[config.mk]
export PLATFORM = sky130hd
export DESIGN_NAME = alu_flow_ctrl
export DESIGN_NICKNAME = d
export VERILOG_FILES = /design/src/rtl/alu_flow_pkg.sv /design/src/rtl/alu_flow_sr.sv /design/src/rtl/alu_flow_ctrl.sv
export SDC_FILE = /design/constraint.sdc
export NUM_CORES = 1
export LEC_CHECK = 0
export ABC_AREA = 0
export CORE_MARGIN = 4
export CORE_UTILIZATION = 45
export DETAILED_ROUTE_END_ITERATION = 7
export GPL_TIMING_DRIVEN = 0
export PLACE_DENSITY = 0.84
export SLEW_MARGIN = 10
export SYNTH_ARGS = -nofsm -noshare
export SYNTH_HDL_FRONTEND = slang
export SYNTH_SLANG_ARGS = --single-unit
export TNS_END_PERCENT = 20
[constraint.sdc]
create_clock -name clk -period 1.7 [get_ports clk]
set_input_delay 0.255 -clock clk [delete_from_list [all_inputs] [get_ports clk]]
set_output_delay 0.255 -clock clk [all_outputs]
set_load 0.02 [all_outputs]
[src/rtl/alu_flow_pkg.sv]
// Shared opcodes, status-register bit positions and FSM encoding for the program-flow unit.
package alu_flow_pkg;

    localparam int WIDTH = 20;

    localparam logic [3:0] OP_NOP  = 4'd0;
    localparam logic [3:0] OP_TRAP = 4'd1;
    localparam logic [3:0] OP_JMP  = 4'd2;
    localparam logic [3:0] OP_JZ   = 4'd3;
    localparam logic [3:0] OP_JS   = 4'd4;
    localparam logic [3:0] OP_JZS  = 4'd5;
    localparam logic [3:0] OP_LDSR = 4'd6;
    localparam logic [3:0] OP_XSR  = 4'd7;

    localparam int SR_Z = 0;
    localparam int SR_S = 1;
    localparam int SR_C = 2;
    localparam int SR_T = 3;

    typedef enum logic [1:0] {
        ST_RUN    = 2'd0,
        ST_TRAP   = 2'd1,
        ST_RETURN = 2'd2
    } flow_state_t;

    // Opcodes 8..15 are illegal and take the trap path alongside TRAP itself.
    function automatic logic is_trap_op(input logic [3:0] op);
        return (op == OP_TRAP) || op[3];
    endfunction

endpackage

[src/rtl/alu_flow_sr.sv]
// 4-bit status register {T,C,S,Z}; updates one edge after its controls are sampled.
// No backpressure: every control is applied on the cycle it is presented.
module alu_flow_sr
    import alu_flow_pkg::*;
(
    input  logic       clk,
    input  logic       rst_n,
    input  logic       flag_we,
    input  logic       zero_in,
    input  logic       sign_in,
    input  logic       carry_in,
    input  logic       ld_vld,
    input  logic       xor_vld,
    input  logic [3:0] operand,
    input  logic       t_set,
    input  logic       t_clr,
    output logic [3:0] sr
);

    logic [3:0] sr_d;
    logic [3:0] sr_q;

    // An explicit SR op overrides a coincident ALU flag write on all four bits.
    always_comb begin
        sr_d = sr_q;
        if (flag_we) begin
            sr_d[SR_Z] = zero_in;
            sr_d[SR_S] = sign_in;
            sr_d[SR_C] = carry_in;
        end
        if (ld_vld) begin
            sr_d = operand;
        end else if (xor_vld) begin
            sr_d = sr_q ^ operand;
        end
        if (t_set) begin
            sr_d[SR_T] = 1'b1;
        end else if (t_clr) begin
            sr_d[SR_T] = 1'b0;
        end
    end

    always_ff @(posedge clk or negedge rst_n) begin
        if (!rst_n) begin
            sr_q <= 4'b0000;
        end else begin
            sr_q <= sr_d;
        end
    end

    assign sr = sr_q;

endmodule

[src/rtl/alu_flow_ctrl.sv]
// Program counter, jump evaluation and trap FSM; pc/sr/taken update one edge after acceptance.
// ready_out depends on state only: high in RUN, low through TRAP and RETURN.
module alu_flow_ctrl #(
    parameter int                 WIDTH       = alu_flow_pkg::WIDTH,
    parameter logic [WIDTH-1:0]   RESET_PC    = 20'h00000,
    parameter logic [WIDTH-1:0]   TRAP_VECTOR = 20'hFFF00
) (
    input  logic             clk,
    input  logic             rst_n,
    input  logic             valid_in,
    output logic             ready_out,
    input  logic [3:0]       op,
    input  logic [WIDTH-1:0] target,
    input  logic             flag_we,
    input  logic             zero_in,
    input  logic             sign_in,
    input  logic             carry_in,
    input  logic             trap_ack,
    output logic [WIDTH-1:0] pc,
    output logic [3:0]       sr,
    output logic             taken,
    output logic             trap_active,
    output logic [WIDTH-1:0] epc
);

    import alu_flow_pkg::*;

    localparam logic [WIDTH-1:0] PC_ONE = {{(WIDTH-1){1'b0}}, 1'b1};

    flow_state_t      state_d, state_q;
    logic [WIDTH-1:0] pc_d, pc_q;
    logic [WIDTH-1:0] epc_d, epc_q;
    logic             taken_d, taken_q;

    logic             accept;
    logic             jump_hit;
    logic             sr_ld, sr_xor, t_set, t_clr;
    logic [3:0]       sr_cur;

    assign ready_out = (state_q == ST_RUN);
    assign accept    = valid_in && ready_out;

    // Conditions look only at the registered SR, never at this cycle's flag write.
    always_comb begin
        jump_hit = 1'b0;
        case (op)
            OP_JMP:  jump_hit = 1'b1;
            OP_JZ:   jump_hit = sr_cur[SR_Z];
            OP_JS:   jump_hit = sr_cur[SR_S];
            OP_JZS:  jump_hit = sr_cur[SR_Z] | sr_cur[SR_S];
            default: jump_hit = 1'b0;
        endcase
    end

    always_comb begin
        state_d = state_q;
        pc_d    = pc_q;
        epc_d   = epc_q;
        taken_d = 1'b0;
        sr_ld   = 1'b0;
        sr_xor  = 1'b0;
        t_set   = 1'b0;
        t_clr   = 1'b0;
        case (state_q)
            ST_RUN: begin
                if (accept) begin
                    if (is_trap_op(op)) begin
                        epc_d   = pc_q;
                        pc_d    = TRAP_VECTOR;
                        t_set   = 1'b1;
                        state_d = ST_TRAP;
                    end else if (jump_hit) begin
                        pc_d    = target;
                        taken_d = 1'b1;
                    end else begin
                        pc_d   = pc_q + PC_ONE;
                        sr_ld  = (op == OP_LDSR);
                        sr_xor = (op == OP_XSR);
                    end
                end
            end
            ST_TRAP: begin
                if (trap_ack) begin
                    state_d = ST_RETURN;
                end
            end
            ST_RETURN: begin
                pc_d    = epc_q + PC_ONE;
                t_clr   = 1'b1;
                state_d = ST_RUN;
            end
            default: begin
                state_d = ST_RUN;
            end
        endcase
    end

    always_ff @(posedge clk or negedge rst_n) begin
        if (!rst_n) begin
            state_q <= ST_RUN;
            pc_q    <= RESET_PC;
            epc_q   <= '0;
            taken_q <= 1'b0;
        end else begin
            state_q <= state_d;
            pc_q    <= pc_d;
            epc_q   <= epc_d;
            taken_q <= taken_d;
        end
    end

    alu_flow_sr u_sr (
        .clk      (clk),
        .rst_n    (rst_n),
        .flag_we  (flag_we),
        .zero_in  (zero_in),
        .sign_in  (sign_in),
        .carry_in (carry_in),
        .ld_vld   (sr_ld),
        .xor_vld  (sr_xor),
        .operand  (target[3:0]),
        .t_set    (t_set),
        .t_clr    (t_clr),
        .sr       (sr_cur)
    );

    assign pc          = pc_q;
    assign epc         = epc_q;
    assign sr          = sr_cur;
    assign taken       = taken_q;
    assign trap_active = (state_q != ST_RUN);

endmodule

==> out/metrics.cfg, run 1 <==
[run_status]
outcome=finished with violations
violations=negative setup slack

[grt]
grt_pass1_wl_um=16300
grt_use_total=0.2468
grt_pass1_vias=3356
grt_max_degree=26
antenna_found_initial=0
gr-total-overflow=0

[setup_path]
ff2ff_path_depth=7
crit_chain=ha_4 > nand4_1 > buf_4 > nor3_4 > nand3_2 > a21o_1 > a221o_1
worst_ep_arrival_time_ns=2.01
critPathLaunchType=register
timing.rr.start=pc[1]
worstPathMaxFanout=4
crit_family=compound AO/OA/AOI/OAI gates
timing.rr.end=pc[18]
timing.critical_path.buf_inv=1
slowest_stage=dfrtp_2
critical_path_class=register to register
crit_path_end_kind=register
slowest_delay_ns=0.41
required_ns=1.91
ff2ff_setup_slack_ns=-0.10

[drt]
first_pass_iters=5
wl_um=10940
vias_per_cell=6.414
wl_per_cell_um=20.80
first_iter_violations=447
vias=3374
antenna_left=0
drc_errors=0

[synthesis]
yosysTopAreaCell=dfrtp_1
synth-async-reset-ratio=1.000
ys_seq_area_frac=0.3871
dominantRegCellSynth=dfrtp_1
synth_cells=330
synth-seq-cells=47
yosysUniqueCellTypes=61
yosys-top-cells-area=dfrtp_1 39%, nand3_1 4.1%, xnor2_1 4.0%, mux2_1 3.7%, nand2_1 3.1%
synth_edf_count=0
ys.warnings.count=0
syn_avg_cell_area_sq_um=9.206
netlist_area_sq_um=3038
netlist.area_leader.share=0.3871
syn_nets=364

[power_and_ir_drop]
p_per_area_nw_per_um2=1391
sw_frac_of_total=0.4354
pwr-share-clk=0.139
ir_drop_mv=0.7595
seqPwrFrac=0.337
p_sw_w=0.002810
p_leak_nw=1.891
finalPower_w=0.006454
intPower_w=0.003643
combPwrFrac=0.524

[timing]
maxSlewViolCount=0
clock_skew_ns=0.01062
rsz0062_at_grt=yes
finalSetupTns_ns=-0.5922
hold_viol_final=0
min_period_ns=1.803
worst_pin_slew_ns=0.5854
max_slew_margin=0.6095
setup_viol=12
finalCritPeriodShare=1.061
fin_ws_ns=-0.1032
fmax_mhz=554.6

[die]
rows=29
start_util=0.4704
ios=79
dieArea_sq_um=8130
die_h_um=90.17
core_area_sq_um=6459
die_w_um=90.17

[clock_tree]
numCtsBuffers=5
path_clk_slew_ns=0.10
clk_latency_ns=0.31
clkSinkCount=47
cts_buffer_depth=2
cts_tree=built
cts_max_level=2
clock-root-buffer=clkbuf_8

[cells_and_area]
fin_cells=526
final_util=0.7181
area_growth_pct=52.68
nets=482
diodes=0
layout-drive-gt1-share=0.3073

[placement]
place_inst=485
gp_congestion=0.9201
hpwl_um=6757
io_buffer_count=77
place_ws_ns=-0.6568

[hold_path]
hold_path.class=primary input to register
hp-start=op[0]
hold_depth=4
holdPathEnd=u_sr.sr[0]

[run]
maxCapViolations=0

[tightest hold or removal path, cell delays in order]
cell     delay (ns)
buf_4          0.15
nand2_1        0.06
nand3_1        0.07
nand3_1        0.10
[through the flow]
step / hold slack (ns) / instance area [sq um]
final: 0.3563 / 4638
after global placement: 0.5376 / 3926
after detailed placement: 0.2792 / 3941
after floorplan: -0.04059 / 3059
after global routing: 0.3750 / 4638
after CTS: 0.3447 / 4368
[per-layer routing]
metal	GRT usage	wire [um]	vias up
met1	0.2966	3952	1600
li1	-	-	1457
met4	0.1059	516	0
met2	0.4225	5352	258
met5	0	0	-
met3	0.05676	1121	59
[cell families (layout without fill, tap and decap cells)]
| logic type | count (synthesis) | in the layout | share of synthesized area |
|---|---|---|---|
| buffers and inverters | 26 | 145 | 0.03830 |
| XOR/XNOR | 23 | 23 | 0.06631 |
| flip-flops | 47 | 47 | 0.3872 |
| AO/OA/AOI/OAI | 81 | 81 | 0.1833 |
| multiplexers | 21 | 21 | 0.07578 |
| adder cells (fa/ha/maj) | 2 | 2 | 0.008236 |
| AND/OR/NAND/NOR | 130 | 130 | 0.2409 |
[synthesized netlist by cell type, drive strengths merged, types with 2 or more instances]
cell type	number
nor2b	3
o21a	2
inv	12
a211o	2
nor3	14
mux2i	5
nand4	9
or2	2
and4	6
a31o	2
xor2	9
a21oi	14
nor2	20
a21o	4
xnor2	14
dfrtp	47
o21ai	18
nor4	3
and3	4
nand3	26
ha	2
o22ai	10
mux2	16
o211ai	6
nand2b	6
nand2	26
a22oi	3
a221oi	6
a21boi	2
a211oi	2
and2	3
nor3b	3
or3	2
buf	8
clkbuf	6
[final cells by class]
class	instances	area [sq um]
timing repair buffer	112	1057
tap	77	96.34
buffer	13	111.4
sequential	47	1201
clock buffer	6	82.58
fill	432	1821
clock inverter	2	35.03
inverter	12	45.04
multi-input combinational	257	2009
[registers in the layout, summed over array words and instances, names as in the netlist]
register and count:
taken 1, pc 20, epc 20, u_sr.sr 4, state_q 2
[worst max path at each step]
stage	start	to	slack, ns	cells past startpoint
2_1_floorplan	pc[0]	pc[18]	-0.05	6
3_3_place_gp	rst_n	pc[0]	-1.20	1
3_5_place_dp	valid_in	pc[11]	-0.66	7
4_1_cts	pc[1]	pc[12]	-0.10	6
5_1_grt	u_sr.sr[1]	pc[14]	-0.15	6
6_report	pc[1]	pc[18]	-0.10	7
[power by group through the flow]
stage	logic [W]	clock network, W	registers, W
finish	0.00338	0.000894	0.00218
global route	0.00357	0.000942	0.00225
CTS	0.00310	0.000889	0.00211
detailed placement	0.00286	0	0.00213
global placement	0.00277	0	0.00209
floorplan	0.00124	0	0.00245
[placed cells by master, fill, tap and decap left out, types with 8 or more instances in the layout]
cell type        synthesis  final
mux2_1                  10     10
a21oi_1                 14     13
dlygate4sd2_1            0     10
nand4_1                  8      8
o21ai_0                 18     13
clkdlybuf4s50_1          0     54
dfrtp_1                 47     27
dlymetal6s2s_1           0     10
nor2_1                  20     18
xnor2_1                 14     14
nand2_1                 25     24
xor2_1                   9      9
nor3_1                  11     10
dfrtp_2                  0     20
buf_4                    4     33
inv_1                   12     12
nand3_1                 25     20
buf_6                    0      8
[what timing repair did]
item,in CTS,in global routing
buffers inserted,17,15
endpoints found under the hold margin,22,0
gates resized for setup,63,59
pin swaps,15,14
gates cloned,0,1
setup endpoints to repair,47,50
hold buffers,1,0
Note: power is estimated with default switching activity, not from simulation.
==> run 2, diff against run 1 <==
--- a/config.mk
+++ b/config.mk
@@ -15,4 +15,3 @@
 export SYNTH_ARGS = -nofsm -noshare
 export SYNTH_HDL_FRONTEND = slang
 export SYNTH_SLANG_ARGS = --single-unit
-export TNS_END_PERCENT = 20
==> run 2 against run 1 <==
  * The flow still finishes with violations (negative setup slack)
  * Clock skew is 0.0063 ns higher
  * Highest routed layer unchanged
  * Critical path type unchanged
  * Largest cell class unchanged
  * Clock power is 21% lower
  * Register-to-register slack better by 0.03 ns
  * Sequential cell count stayed put
  * Critical path depth is 1 lower
  * Non-clock buffer count is 5 higher
  * Critical endpoint is now pc[15]
==> out/metrics.cfg, run 2 (synthesis gave the netlist of run 1 again) <==
[setup_path]
ff2ff_setup_slack_ns=-0.07
slowest_delay_ns=0.45
worstPathMaxFanout=8
required_ns=1.90
crit_chain=buf_4 > buf_4 > or2b_1 > buf_1 > o32ai_1 > nor3_1
critPathLaunchType=register
ff2ff_path_depth=6
path_common_cell=buf_4
slowest_stage=dfrtp_2
crit_path_end_kind=register
timing.rr.end=pc[15]
worst_ep_arrival_time_ns=1.98
critical_path_class=register to register
timing.rr.start=state_q[0]

[drt]
vias_per_cell=6.333
wl_per_cell_um=20.39
antenna_left=0
wl_um=10830
first_pass_iters=5
drc_errors=0
vias=3363
first_iter_violations=437

[hold_path]
hp-start=op[0]
hold_path.class=primary input to register
hold_depth=4
holdPathEnd=u_sr.sr[0]

[timing]
worst_pin_slew_ns=0.5446
finalCritPeriodShare=1.044
hold_viol_final=0
max_slew_margin=0.6367
clock_skew_ns=0.01694
min_period_ns=1.774
fin_ws_ns=-0.07424
setup_viol=12
maxSlewViolCount=0
rsz0062_at_grt=yes
fmax_mhz=563.6

[grt]
gr-total-overflow=0
grt_use_total=0.2382
grt_pass1_vias=3169
grt_pass1_wl_um=15950
grt_max_degree=34
antenna_found_initial=0

[cells_and_area]
multi_input_area_sq_um=2001
mostFrequentLayoutCells=50 x clkdlybuf4s50_1, 40 x buf_4, 26 x dfrtp_1
area_growth_pct=52.68
regArea_sq_um=1202
nets=487
final_common_cell=clkdlybuf4s50_1
fillers=443
layout-drive-gt1-share=0.3084
final_util=0.7181
diodes=0

[power_and_ir_drop]
finalPower_w=0.006205
p_leak_nw=1.921
ir_drop_mv=0.7354
p_per_area_nw_per_um2=1338

[clock_tree]
clk_latency_ns=0.32
numCtsBuffers=5
path_clk_slew_ns=0.10
cts_tree=built
cts_buffer_depth=2
cts_max_level=2
clock-root-buffer=clkbuf_8
clkSinkCount=47

[placement]
hpwl_um=6529
gp_congestion=0.8661
io_buffer_count=77

[run_status]
outcome=finished with violations
violations=negative setup slack

[run]
maxCapViolations=0

[die]
dieArea_sq_um=8130
die_h_um=90.17
ios=79
rows=29
start_util=0.4704
die_w_um=90.17
core_area_sq_um=6459

-- run 2: layer usage --
metal  wire, um  global-route usage
met5          0                   0
met3        896             0.05008
met2       5383              0.4138
met4        355             0.07781
met1       4193              0.2943
-- run 2: area by class of cell --
cell class,count,area share
multi-input combinational,257,0.4313
sequential,47,0.2592
timing repair buffer,120,0.2444
tap,77,0.02077
buffer,10,0.01619
clock buffer,6,0.01565
inverter,12,0.009711
clock inverter,2,0.002698
-- run 2: worst max-delay path by stage --
stage / start / endpoint / slack, ns / cells past startpoint
after global routing: state_q[1] / pc[17] / -0.13 / 5
final: state_q[0] / pc[15] / -0.07 / 6
after global placement: rst_n / epc[0] / -1.16 / 1
after detailed placement: op[2] / pc[14] / -0.65 / 6
after floorplan: epc[1] / pc[18] / -0.05 / 6
after CTS: state_q[0] / pc[7] / -0.07 / 5
-- run 2: worst max-delay path, delay by kind of cell (launching register included) --
kind                   cells  cell delay (ns)
buffers and inverters      3             0.54
and+or+nand+nor            2             0.31
DFF                        1             0.45
AOI/OAI and AO/OA          1             0.38
-- run 2: repair_timing --
| item | in CTS | in global routing |
|---|---|---|
| gates resized for setup | 59 | 50 |
| setup buffers | 21 | 20 |
| hold buffers | 1 | 0 |
| pin swaps | 17 | 12 |
| gates cloned | 0 | 0 |
| endpoints found under the hold margin | 14 | 0 |
| setup endpoints to repair | 46 | 55 |
-- run 2: stage by stage --
| stage | TNS (ns) | hold slack [ns] | instance area [sq um] | setup WS [ns] | cells |
|---|---|---|---|---|---|
| finish | -0.4205 | 0.3714 | 4638 | -0.07424 | 531 |
| global route | -1.406 | 0.3724 | 4638 | -0.1278 | 531 |
| CTS | -0.3028 | 0.3552 | 4359 | -0.07165 | 512 |
| detailed placement | -21.30 | 0.1917 | 3974 | -0.6502 | 485 |
| global placement | -67.79 | 0.5387 | 3959 | -1.155 | 484 |
| floorplan | -0.1119 | -0.04059 | 3092 | -0.04786 | 330 |
-- run 2: report_power, final --
| group | switching, W | internal [W] |
|---|---|---|
| Clock | 0.000419 | 0.000289 |
| Sequential | 0.000650 | 0.00153 |
| Combinational | 0.00172 | 0.00160 |
